==> src/rtl/snake_move_ctrl.sv <==
// snake_move_ctrl
//   Moves the snake head square shown by the VGA colour stage. It holds the
//   head position box_x/box_y, the committed direction and the game-over flag.
//   The head advances one BLOCK_W cell every STEP_FRAMES video frames.
//   Position updates happen only on frame_start, so a frame never shows a
//   half-moved square. Everything runs in the vga_clk domain.
//
//   Optional build macro: SNAKE_WRAP_EN. When it is defined, the walls wrap to
//   the opposite edge and the game never ends. When it is undefined, hitting a
//   wall ends the game (state OVER, fin=1).
//
// Ports
//   vga_clk      in   1   pixel clock, the only clock
//   sys_rst      in   1   synchronous active-high reset
//   frame_start  in   1   one-cycle pulse at start of vertical blank
//   key_up/down/left/right in 1  one-cycle debounced direction pulses
//   key_start    in   1   start / pause / resume / restart pulse
//   box_x        out  10  head left edge, pixels
//   box_y        out  10  head top edge, pixels
//   dir          out  2   committed direction 0=up 1=down 2=left 3=right
//   fin          out  1   game over
//   running      out  1   high while in RUN
module snake_move_ctrl #(
  parameter int H_DISP      = 800,
  parameter int V_DISP      = 600,
  parameter int BLOCK_W     = 10,
  parameter int STEP_FRAMES = 6,
  parameter int START_X     = 400,
  parameter int START_Y     = 300
) (
  input  logic       vga_clk,
  input  logic       sys_rst,
  input  logic       frame_start,
  input  logic       key_up,
  input  logic       key_down,
  input  logic       key_left,
  input  logic       key_right,
  input  logic       key_start,
  output logic [9:0] box_x,
  output logic [9:0] box_y,
  output logic [1:0] dir,
  output logic       fin,
  output logic       running
);

  localparam int CNT_W = (STEP_FRAMES > 1) ? $clog2(STEP_FRAMES) : 1;
  localparam logic [CNT_W-1:0] CNT_LAST = CNT_W'(STEP_FRAMES - 1);

  localparam logic [10:0] BW     = 11'(BLOCK_W);
  localparam logic [10:0] BW2    = 11'(2 * BLOCK_W);
  localparam logic [10:0] HD     = 11'(H_DISP);
  localparam logic [10:0] VD     = 11'(V_DISP);
  localparam logic [10:0] X_LAST = 11'(H_DISP - BLOCK_W);
  localparam logic [10:0] Y_LAST = 11'(V_DISP - BLOCK_W);

  localparam logic [1:0] DIR_UP    = 2'd0;
  localparam logic [1:0] DIR_DOWN  = 2'd1;
  localparam logic [1:0] DIR_LEFT  = 2'd2;
  localparam logic [1:0] DIR_RIGHT = 2'd3;

  typedef enum logic [1:0] {IDLE, RUN, PAUSE, OVER} state_t;

  state_t           state, state_nxt;
  logic [CNT_W-1:0] frame_cnt, frame_cnt_nxt;
  logic [1:0]       pend_dir, pend_dir_nxt, dir_nxt, pend_eff, key_dir;
  logic [9:0]       box_x_nxt, box_y_nxt;
  logic [10:0]      bx, by, nx, ny;
  logic             key_vld, key_rev, at_edge, collide, step_fire;

  always_ff @(posedge vga_clk) begin
    if (sys_rst) begin
      state     <= IDLE;
      frame_cnt <= '0;
      box_x     <= 10'(START_X);
      box_y     <= 10'(START_Y);
      dir       <= DIR_RIGHT;
      pend_dir  <= DIR_RIGHT;
      fin       <= 1'b0;
      running   <= 1'b0;
    end else begin
      state     <= state_nxt;
      frame_cnt <= frame_cnt_nxt;
      box_x     <= box_x_nxt;
      box_y     <= box_y_nxt;
      dir       <= dir_nxt;
      pend_dir  <= pend_dir_nxt;
      fin       <= (state_nxt == OVER);
      running   <= (state_nxt == RUN);
    end
  end

  always_comb begin
    state_nxt     = state;
    frame_cnt_nxt = frame_cnt;
    box_x_nxt     = box_x;
    box_y_nxt     = box_y;
    dir_nxt       = dir;

    // Fixed same-cycle priority up > down > left > right.
    key_vld = key_up | key_down | key_left | key_right;
    if (key_up)        key_dir = DIR_UP;
    else if (key_down) key_dir = DIR_DOWN;
    else if (key_left) key_dir = DIR_LEFT;
    else               key_dir = DIR_RIGHT;

    // Opposite directions share bit 1 and differ in bit 0. Reversal is
    // judged against the committed direction, not the pending one.
    key_rev  = (key_dir == {dir[1], ~dir[0]});
    pend_eff = ((state == RUN || state == PAUSE) && key_vld && !key_rev)
               ? key_dir : pend_dir;
    pend_dir_nxt = pend_eff;

    // The next position is computed in 11 bits so that the down/right edge
    // tests cannot overflow.
    bx = {1'b0, box_x};
    by = {1'b0, box_y};
    nx = bx;
    ny = by;
    unique case (pend_eff)
      DIR_UP: begin
        at_edge = (by < BW);
        ny      = at_edge ? Y_LAST : by - BW;
      end
      DIR_DOWN: begin
        at_edge = (by + BW2 > VD);
        ny      = at_edge ? 11'd0 : by + BW;
      end
      DIR_LEFT: begin
        at_edge = (bx < BW);
        nx      = at_edge ? X_LAST : bx - BW;
      end
      default: begin
        at_edge = (bx + BW2 > HD);
        nx      = at_edge ? 11'd0 : bx + BW;
      end
    endcase
`ifdef SNAKE_WRAP_EN
    collide = 1'b0;
`else
    collide = at_edge;
`endif

    step_fire = (state == RUN) && frame_start && (frame_cnt == CNT_LAST);

    unique case (state)
      IDLE: begin
        frame_cnt_nxt = '0;
        if (key_start) state_nxt = RUN;
      end
      RUN: begin
        if (frame_start)
          frame_cnt_nxt = (frame_cnt == CNT_LAST) ? '0 : frame_cnt + 1'b1;
        // A start/pause press beats a step that lands in the same cycle.
        if (key_start) begin
          state_nxt = PAUSE;
        end else if (step_fire) begin
          dir_nxt = pend_eff;
          if (collide) begin
            state_nxt = OVER;
          end else begin
            box_x_nxt = nx[9:0];
            box_y_nxt = ny[9:0];
          end
        end
      end
      PAUSE: begin
        if (key_start) state_nxt = RUN;
      end
      default: begin
        frame_cnt_nxt = '0;
        if (key_start) begin
          state_nxt    = IDLE;
          box_x_nxt    = 10'(START_X);
          box_y_nxt    = 10'(START_Y);
          dir_nxt      = DIR_RIGHT;
          pend_dir_nxt = DIR_RIGHT;
        end
      end
    endcase
  end

endmodule

==> config.mk <==
export PLATFORM = sky130hd
export DESIGN_NAME = snake_move_ctrl
export DESIGN_NICKNAME = d
export VERILOG_FILES = /design/src/rtl/snake_move_ctrl.sv
export SDC_FILE = /design/constraint.sdc
export NUM_CORES = 1
export LEC_CHECK = 0
export ABC_AREA = 1
export CAP_MARGIN = 20
export CORE_ASPECT_RATIO = 1.5
export CORE_MARGIN = 10
export CORE_UTILIZATION = 61
export DETAILED_ROUTE_END_ITERATION = 8
export MAX_ROUTING_LAYER = met4
export PLACE_DENSITY = 0.87
export SYNTH_ARGS = -nofsm -noshare
export SYNTH_HDL_FRONTEND = slang
export SYNTH_SLANG_ARGS = --single-unit
==> constraint.sdc <==
create_clock -name vga_clk -period 3.6 [get_ports vga_clk]
set_input_delay 0.72 -clock vga_clk [delete_from_list [all_inputs] [get_ports vga_clk]]
set_output_delay 0.72 -clock vga_clk [all_outputs]
set_load 0.05 [all_outputs]
==> out/results.ini, run 1 <==
[synthesis]
ys_types=38
ys_seq_elements=29
synthXorXnorAreaFrac_pct=4.809
synth_compound_area_share_pct=13.30
async_flop_share_pct=0
synth_top_family_by_area=simple AND/OR/NAND/NOR gates
ys_seq_area_share_pct=22.77
ys_top_cells_by_area=dfxtp_1 23%, nand2_1 15%, nand3_1 7.9%
synth_mux_area_share_pct=0
yosys.area.top_type_share_pct=22.77
yosys.area_share.simple_pct=41.17
ys.flop_type=dfxtp_1
synth-edff-count=0
netlist_instances=416
yosysWarnings=0
synth_area_leader_cell=dfxtp_1
syn_area_um2=2550
synthAdderAreaFrac_pct=6.869
synth_area_per_cell_um2=6.130

[routing]
viasPerCell=5.604
wl_per_cell_um=13.10
routed_wl_um=6379
drt_first_pass_iters=4
final_antenna_net_count=0
route.vias.total=2729
drt_iter0_markers=179
drc=0

[finish]
antennaDiodeCount=0
num-fill-cells=366
layout.cells.non_filler=487
synthToLayoutAreaGrowth_pct=14.57
final_layout_size_suffix_gt1_share_pct=7.692
postLayoutCoreUtil_pct=73.15
finish.net_count=464

[pwr]
p_leak_nw=1.420
switching_share_pct=44.99
p_sw_mw=0.5823
internal-power_mw=0.7121
pwr-share-seq_pct=32.1
p_per_area_nw_per_um2=443.0
p_comb_share_pct=47.4
p_clk_share_pct=20.5
peakVddDrop_uv=298.5

[worst_hold_path]
holdPathEnd=frame_cnt[2]$_SDFFE_PP0P_
hold_depth=2
hold_class=flop to flop
min_from=frame_cnt[2]$_SDFFE_PP0P_

[global_routing]
use_met1_pct=16.45
grtUsageMet3_pct=3.582
gr-total-overflow=0
grt_max_degree=17
grt_usage_pct=17.98
grt_pass1_vias=2571
gr-max-usage-layer=met2
use_met2_pct=32.86
antenna_found_initial=0
grt_pass1_wl_um=10530

[critical_path]
r2r_cells=11
cp.required_ns=3.77
cp-startpoint=key_start
ff2ff_setup_slack_ns=0.74
end_kind=flop
start_kind=primary input
critical_path_class=primary input to flop
crit_fanout=13
arrival_ns=3.09
worstReg2RegStart=state[1]$_SDFF_PP0_
r2r-end=box_x[9]$_SDFFE_PP0P_

[floorplanning]
die_width_um=72.79
initial_core_util_pct=63.85
die-area_um2=7220
fp-row-count=28
io_pins=32
die_height_um=99.19
core-area_um2=3994

[clock_network]
clock-sinks=29
post_cts_buffers=0
clk_latency_ns=0.28
cts_resized=0
cts_buffers=5
htree_levels=2
ctsRootBufferMaster=clkbuf_8
cts_tree=done
clkSlewWorstSetupHoldPaths_ns=0.06
clockBufferDepth=2
cts_hold_buf=0

[timing]
fin_crit_sh_pct=81.12
setup_ws_ns=0.6799
fmax_ghz=0.3424
hold_violations=0
setup_viol=0
maxSlewViolCount=0
slew_headroom_pct=55.22
rsz0062_at_grt=no
fin_crit_ns=2.920
skew_ns=0.004144
fin_setup_tns_ns=0
worstMarginPinSlew_ns=0.6661

[placement]
place_congestion=0.8883
dp_slack_ns=0.4634
dpl.cell_count=480
portBuffers=29
hpwlAfterDp_um=4975

[status]
status=completed

[job]
cap_violations=0

## area by class of cell
type / instances / area [um2] / area share (%)
inverter: 57 / 214.0 / 7.323
sequential: 29 / 580.6 / 19.87
multi-input combinational: 320 / 1694 / 57.99
clock buffer: 7 / 86.33 / 2.955
tap: 45 / 56.30 / 1.927
timing repair buffer: 29 / 290.3 / 9.936
## worst max path at each step
stage / to / slack (ns) / cells past startpoint
3_3_place_gp: box_x[3]$_SDFFE_PP0P_ / 0.56 / 9
6_report: box_x[9]$_SDFFE_PP0P_ / 0.68 / 9
5_1_grt: box_x[6]$_SDFFE_PP0P_ / 0.46 / 11
4_1_cts: box_x[6]$_SDFFE_PP0P_ / 0.67 / 9
3_5_place_dp: box_x[9]$_SDFFE_PP0P_ / 0.46 / 9
2_1_floorplan: box_x[5]$_SDFFE_PP0P_ / 1.27 / 19
## metrics by stage
stage          total power [mW]  instance area, um2  hold slack, ns
6_report                  1.294                2922          0.4932
5_1_grt                   1.388                2922          0.5477
4_1_cts                   1.295                2922          0.4929
3_5_place_dp              1.028                2835          0.4842
3_3_place_gp              1.018                2835          0.4818
2_1_floorplan            0.8828                2554          0.4628
## power by group through the flow
| stage | logic (mW) | registers, mW | clock network [mW] |
|---|---|---|---|
| after floorplan | 0.381 | 0.502 | 0 |
| after global placement | 0.598 | 0.420 | 0 |
| after detailed placement | 0.607 | 0.421 | 0 |
| after CTS | 0.613 | 0.414 | 0.268 |
| after global routing | 0.680 | 0.422 | 0.286 |
| final | 0.614 | 0.415 | 0.266 |
## cell families (layout without fill, tap and decap cells)
family                     Yosys count  in the layout
AOI/OAI and AO/OA                   60             60
DFF                                 29             29
adders and majority gates           14             14
xor gates and xnor gates            14             14
buffers and inverters               68             93
and+or+nand+nor                    230            230
other                                1              2
## registers in the layout, summed over array words and instances (netlist names)
signal,cells
dir,2
pend_dir,2
frame_cnt,3
box_x,9
box_y,9
running,1
state,2
fin,1
## worst max-delay path, cell delays in order
cell and delay (ns):
clkdlybuf4s50_1 0.58, inv_1 0.18, ha_1 0.27, nor4_2 0.61, nand2_1 0.21, nor2_4 0.32, nand2_1 0.08, nand2_1 0.07
nor2_1 0.05
## layout by cell type (no fill, tap or decap), types with 2 or more instances in the layout
master           count
o31ai_1              4
a21oi_1             24
clkdlybuf4s50_1     29
inv_2                7
nand2_2              6
nor2_1              53
ha_1                14
xor2_1              13
dfxtp_1             29
conb_1               2
nor3_1               7
clkbuf_8             6
or2_2                2
o21ai_0             21
o311ai_0             2
nand2_1            103
inv_1               50
nor2_4               2
nor2_2               3
nand3_1             40
o21ai_1              3
nand4_1              6
nand2_4              2
## layer usage
metal  vias to the layer above  share of wire, %  wire, um
met3                        25               5.3       341
li1                       1387                 -         -
met2                        90                52      3346
met1                      1227                38      2439
met5                         -                 0         0
met4                         0               3.9       251
## Yosys cell counts, drive strengths merged, types with 2 or more instances
library cell	count
ha	14
nor2	58
nor3	9
xor2	13
o31ai	4
nand4	7
or2	2
dfxtp	29
nand2	111
inv	57
a21oi	24
o21ai	24
nand3	41
o311ai	2
buf	10
No activity file was read; power rests on OpenSTA's default activity.
==> run 2, diff against run 1 <==
- CORE_UTILIZATION: 61 -> 56
- PLACE_DENSITY: 0.87 -> 0.8
- clock period: 3.6 -> 2.81 ns (I/O delays scaled with it)
==> out/results.ini, run 2 (synthesis gave the netlist of run 1 again) <==
[critical_path]
crit_buf_inv=2  ; unchanged
crit_chain=clkdlybuf4s50_1, inv_2, nand2_1, nand2_1, nand2_1, nand3_2, nand2_2, nand2_1, nand2_2, nand2_1, o311ai_0, nand2_1, nand2_1, nor2_1  ; was clkdlybuf4s50_1, inv_1, ha_1, nor4_2, nand2_1, nor2_4, nand2_1, nand2_1, nor2_1
cp-startpoint=key_down  ; was key_start
crit_path_top_delay_cell=clkdlybuf4s50_1  ; was nor4_2
end_kind=flop  ; unchanged
cpPeakStageDelay_ns=0.52  ; was 0.61 ns
r2r-end=box_x[6]$_SDFFE_PP0P_  ; was box_x[9]$_SDFFE_PP0P_
start_kind=primary input  ; unchanged
crit_family=simple AND/OR/NAND/NOR gates  ; unchanged
r2r_cells=10  ; was 11
ff2ff_setup_slack_ns=0.41  ; was 0.74 ns
crit_fanout=14  ; was 13
critical_path_class=primary input to flop  ; unchanged
arrival_ns=2.75  ; was 3.09 ns
cp.required_ns=2.99  ; was 3.77 ns
crit_top_cell=nand2_1  ; unchanged
worstReg2RegStart=state[1]$_SDFF_PP0_  ; unchanged

[placement]
place_congestion=0.9414  ; was 0.8883
dpl.cell_count=490  ; was 480
hpwlAfterDp_um=4973  ; was 4975 um
portBuffers=29  ; unchanged

[floorplanning]
die_width_um=75.10  ; was 72.79 um
io_pins=32  ; unchanged
die_height_um=102.6  ; was 99.19 um
core-area_um2=4467  ; was 3994 um2
initial_core_util_pct=57.09  ; was 63.85%
die-area_um2=7708  ; was 7220 um2
fp-row-count=30  ; was 28

[clock_network]
clock-sinks=29  ; unchanged
clkSlewWorstSetupHoldPaths_ns=0.06  ; about the same
cts_hold_buf=0  ; unchanged
ctsRootBufferMaster=clkbuf_8  ; unchanged
htree_levels=2  ; unchanged
post_cts_buffers=0  ; unchanged
cts_resized=0  ; unchanged
clk_latency_ns=0.28  ; about the same
cts_tree=done  ; unchanged
cts_buffers=5  ; unchanged
clockBufferDepth=2  ; unchanged

[finish]
synthToLayoutAreaGrowth_pct=16.93  ; was 14.57%
antennaDiodeCount=0  ; unchanged
regArea_um2=580.6  ; unchanged
reg_top3=box_x: 9 flops, box_y: 9 flops, frame_cnt: 3 flops  ; unchanged
layout.cells.non_filler=497  ; was 487
final_common_cell=nand2_1  ; unchanged
postLayoutCoreUtil_pct=66.75  ; was 73.15%
multi_input_area_um2=1698  ; was 1694 um2
final_layout_size_suffix_gt1_share_pct=9.354  ; was 7.692%
num-fill-cells=400  ; was 366
finish.net_count=471  ; was 464
final_cell_mix=103 x nand2_1, 53 x nor2_1, 50 x inv_1  ; unchanged

[status]
status=completed  ; unchanged

[timing]
fin_crit_ns=2.567
setup_viol=0  ; unchanged
fmax_ghz=0.3895
rsz0062_at_grt=no  ; unchanged
maxSlewViolCount=0  ; unchanged
slew_headroom_pct=66.46  ; was 55.22%
worstMarginPinSlew_ns=0.4979  ; was 0.6661 ns
hold_violations=0  ; unchanged
skew_ns=0.004096  ; was 0.004144 ns
fin_crit_sh_pct=91.37

[routing]
route.vias.total=2665  ; was 2,729
final_antenna_net_count=0  ; unchanged
wl_per_cell_um=12.52  ; was 13.10 um
drc=0  ; unchanged
drt_iter0_markers=112  ; was 179
viasPerCell=5.362  ; was 5.604
routed_wl_um=6221  ; was 6379 um
drt_first_pass_iters=4  ; unchanged

[worst_hold_path]
holdPathEnd=frame_cnt[2]$_SDFFE_PP0P_  ; unchanged
min_from=frame_cnt[2]$_SDFFE_PP0P_  ; unchanged
hold_class=flop to flop  ; unchanged
hold_depth=2  ; unchanged

[global_routing]
grt_usage_pct=17.54  ; was 17.98%
grt_pass1_wl_um=10660  ; was 10,530 um
gr-total-overflow=0  ; unchanged
grt_max_degree=17  ; unchanged
antenna_found_initial=0  ; unchanged
grt_pass1_vias=2556  ; was 2,571

[pwr]
p_leak_nw=1.454  ; was 1.420 nW
peakVddDrop_uv=435.4  ; was 298.5 uV
p_per_area_nw_per_um2=561.0  ; was 443.0 nW/um2

[job]
cap_violations=0  ; unchanged

[run 2: cell types whose count changed in the layout (fill, tap and decap cells not counted), sizes merged]
| cell | before | now |
|---|---|---|
| buf | 0 | 7 |
[run 2: worst min-delay path: stages (launching register included)]
cell     delay, ns
dfxtp_1       0.31
inv_1         0.07
o32ai_1       0.08
[run 2: cell type report]
cell class                 count  area share [%]
clock buffer                   7           2.896
timing repair buffer          36           11.50
multi-input combinational    320           56.95
sequential                    29           19.47
tap                           48           2.014
inverter                      57           7.176
[run 2: worst max-delay path by stage]
stage                                        to  slack (ns)  cells after the start
after floorplan           box_x[5]$_SDFFE_PP0P_        0.48                     19
after global routing      box_x[5]$_SDFFE_PP0P_        0.05                     16
after CTS                 box_x[5]$_SDFFE_PP0P_        0.28                     15
final                     box_x[6]$_SDFFE_PP0P_        0.24                     14
after global placement    box_x[5]$_SDFFE_PP0P_        0.07                     15
after detailed placement  box_x[5]$_SDFFE_PP0P_      -0.002                     15
[run 2: metrics by stage]
step	power (mW)	TNS (ns)	hold slack (ns)	area, um2	worst slack (ns)
5_1_grt	1.797	0	0.5319	2982	0.05314
3_3_place_gp	1.323	0	0.4804	2892	0.06598
2_1_floorplan	1.131	0	0.4628	2554	0.4814
6_report	1.673	0	0.5035	2982	0.2426
4_1_cts	1.680	0	0.5106	2978	0.2838
3_5_place_dp	1.333	-0.002000	0.5011	2892	-0.002000
[run 2: where the power goes]
group	leakage (nW)	total (mW)	switching, mW	internal, mW
registers	0.237	0.531	0.0724	0.459
clock network	0.0443	0.344	0.150	0.194
logic	1.17	0.798	0.525	0.273
[run 2: routing by layer]
| metal | GRT usage [%] | wire [um] | up-vias |
|---|---|---|---|
| li1 | - | - | 1396 |
| met3 | 2.119 | 211 | 14 |
| met2 | 33.05 | 3392 | 50 |
| met5 | - | 0 | - |
| met4 | 7.018 | 117 | 0 |
| met1 | 17.43 | 2500 | 1205 |
==> run 3, diff against run 2 <==
- GPL_TIMING_DRIVEN: not set -> 0
==> out/results.ini, run 3 (synthesis gave the netlist of run 1 again) <==
[pwr]
design_power_total_mw=1.719  ; was 1.673 mW
p_per_area_nw_per_um2=570.4  ; was 561.0 nW/um2
p_comb_share_pct=47.7  ; about the same
p_leak_nw=1.477  ; was 1.454 nW
p_sw_mw=0.7644  ; was 0.7470 mW
peakVddDrop_uv=546.4  ; was 435.4 uV
pwr-share-seq_pct=30.2  ; was 31.7%
internal-power_mw=0.9547  ; was 0.9256 mW
p_clk_share_pct=22.1  ; was 20.5%
switching_share_pct=44.47  ; was 44.66%

[floorplanning]
die_height_um=102.6  ; unchanged
die_width_um=75.10  ; unchanged
io_pins=32  ; unchanged
fp-row-count=30  ; unchanged
core-area_um2=4467  ; unchanged
die-area_um2=7708  ; unchanged
initial_core_util_pct=57.09  ; unchanged

[timing]
fin_crit_sh_pct=89.73  ; was 91.37%
slew_headroom_pct=65.73  ; was 66.46%
setup_viol=0  ; unchanged
skew_ns=0.007025  ; was 0.004096 ns
hold_violations=0  ; unchanged
setup_ws_ns=0.2887  ; was 0.2426 ns
fmax_ghz=0.3966  ; was 0.3895 GHz
worstMarginPinSlew_ns=0.5124  ; was 0.4979 ns
fin_crit_ns=2.521  ; was 2.567 ns
maxSlewViolCount=0  ; unchanged
rsz0062_at_grt=no  ; unchanged

[finish]
multi_input_area_um2=1703  ; was 1698 um2
final_cell_mix=103 x nand2_1, 53 x nor2_1, 50 x inv_1  ; unchanged
postLayoutCoreUtil_pct=67.48  ; was 66.75%
reg_top3=box_x: 9 flops, box_y: 9 flops, frame_cnt: 3 flops  ; unchanged
final_area_um2=3014  ; was 2982 um2
finish.net_count=475  ; was 471
antennaDiodeCount=0  ; unchanged
synthToLayoutAreaGrowth_pct=18.20  ; was 16.93%
regArea_um2=580.6  ; unchanged
final_layout_size_suffix_gt1_share_pct=10.13  ; was 9.354%
num-fill-cells=441  ; was 400
final_common_cell=nand2_1  ; unchanged

[worst_hold_path]
holdPathEnd=frame_cnt[2]$_SDFFE_PP0P_  ; unchanged
min_from=frame_cnt[2]$_SDFFE_PP0P_  ; unchanged
hold_depth=2  ; unchanged
hold_class=flop to flop  ; unchanged

[critical_path]
crit_fanout=10  ; was 14
crit_chain=inv_1, ha_1, buf_2, inv_2, buf_2, ha_1, nor4_4, nand2_1, nor2_4, buf_6, nand2_1, nand2_1, nor2_1  ; was clkdlybuf4s50_1, inv_2, nand2_1, nand2_1, nand2_1, nand3_2, nand2_2, nand2_1, nand2_2, nand2_1, o311ai_0, nand2_1, nand2_1, nor2_1
cp.required_ns=2.99  ; about the same
worstReg2RegStart=state[1]$_SDFF_PP0_  ; unchanged
r2r_cells=13  ; was 10
end_kind=flop  ; unchanged
critical_path_class=flop to flop  ; was primary input to flop
crit_top_cell=nand2_1  ; unchanged
cpPeakStageDelay_ns=0.43  ; was 0.52 ns
ff2ff_setup_slack_ns=0.29  ; was 0.41 ns
crit_path_top_delay_cell=nor4_4  ; was clkdlybuf4s50_1
arrival_ns=2.70  ; was 2.75 ns
r2r-end=box_x[3]$_SDFFE_PP0P_  ; was box_x[6]$_SDFFE_PP0P_
start_kind=flop  ; was primary input

[global_routing]
grt_max_degree=11  ; was 17
gr-total-overflow=0  ; unchanged
antenna_found_initial=0  ; unchanged
grt_pass1_wl_um=10890  ; was 10,660 um
grt_pass1_vias=2571  ; was 2,556
grt_usage_pct=17.96  ; was 17.54%

[clock_network]
htree_levels=2  ; unchanged
clockBufferDepth=2  ; unchanged
clock-sinks=29  ; unchanged
clk_latency_ns=0.28  ; about the same
cts_tree=done  ; unchanged
clkSlewWorstSetupHoldPaths_ns=0.06  ; about the same
post_cts_buffers=0  ; unchanged
ctsRootBufferMaster=clkbuf_8  ; unchanged
cts_buffers=5  ; unchanged

[routing]
drc=0  ; unchanged
wl_per_cell_um=12.70  ; was 12.52 um
drt_first_pass_iters=4  ; unchanged
route.vias.total=2678  ; was 2,665
final_antenna_net_count=0  ; unchanged
routed_wl_um=6374  ; was 6221 um
drt_iter0_markers=115  ; was 112
viasPerCell=5.335  ; was 5.362

[placement]
hpwlAfterDp_um=5019  ; was 4973 um
dp_slack_ns=-0.05730  ; was -0.002000 ns
place_congestion=0.9515  ; was 0.9414
portBuffers=29  ; unchanged
placed_area_um2=2904  ; was 2892 um2

[job]
cap_violations=0  ; unchanged

[status]
status=completed  ; unchanged

run 3: cell types whose count changed in the layout (fill, tap and decap cells not counted), sizes merged:
cell,previous run,this run
clkbuf,7,8
clkinv,0,1
buf,7,10
run 3: timing repair:
action                                  CTS  global route
endpoints found under the setup margin    0             9
gates resized for setup                   0             1
hold buffers                              0             0
run 3: cell type report:
class	instances	area share [%]
multi-input combinational	320	56.50
sequential	29	19.26
tap	48	1.993
clock inverter	1	0.1660
inverter	57	7.098
buffer	11	2.159
clock buffer	7	3.196
timing repair buffer	29	9.631
run 3: power groups by stage:
| stage | combinational, mW | clock [mW] | sequential (mW) |
|---|---|---|---|
| final | 0.820 | 0.379 | 0.520 |
| after global routing | 0.922 | 0.403 | 0.527 |
| after CTS | 0.815 | 0.390 | 0.519 |
| after detailed placement | 0.812 | 0 | 0.527 |
| after global placement | 0.803 | 0 | 0.526 |
| after floorplan | 0.488 | 0 | 0.643 |
run 3: critical path, delay by kind of cell (launching register included):
kind | cells | cell delay, ns
AND/OR/NAND/NOR | 6 | 0.92
flip-flops | 1 | 0.36
adder cells (fa/ha/maj) | 2 | 0.39
buffers and inverters | 5 | 0.76
run 3: how the worst max path moves through the flow:
stage,slack [ns],endpoint,cells past startpoint,startpoint
finish,0.29,box_x[3]$_SDFFE_PP0P_,13,state[1]$_SDFF_PP0_
global placement,-0.02,box_x[3]$_SDFFE_PP0P_,10,key_start
floorplan,0.48,box_x[5]$_SDFFE_PP0P_,19,box_y[3]$_SDFFE_PP1P_
detailed placement,-0.06,box_x[3]$_SDFFE_PP0P_,10,key_start
global route,0.06,box_x[3]$_SDFFE_PP0P_,13,state[1]$_SDFF_PP0_
CTS,0.15,box_x[3]$_SDFFE_PP0P_,13,state[1]$_SDFF_PP0_
run 3: stage by stage:
step / setup TNS [ns] / hold WS, ns / cells
after floorplan: 0 / 0.4628 / 417
after global placement: -0.03962 / 0.4749 / 494
after detailed placement: -0.1294 / 0.5071 / 494
after CTS: 0 / 0.5181 / 502
after global routing: 0 / 0.5441 / 502
final: 0 / 0.5169 / 502
run 3: per-layer routing:
metal  global-route usage, %  vias up  wire [um]
li1                        -     1416          -
met1                   18.32     1192       2660
met2                   32.78       59       3375
met3                   2.408       11        241
met4                   7.895        0         96
met5                       -        -          0
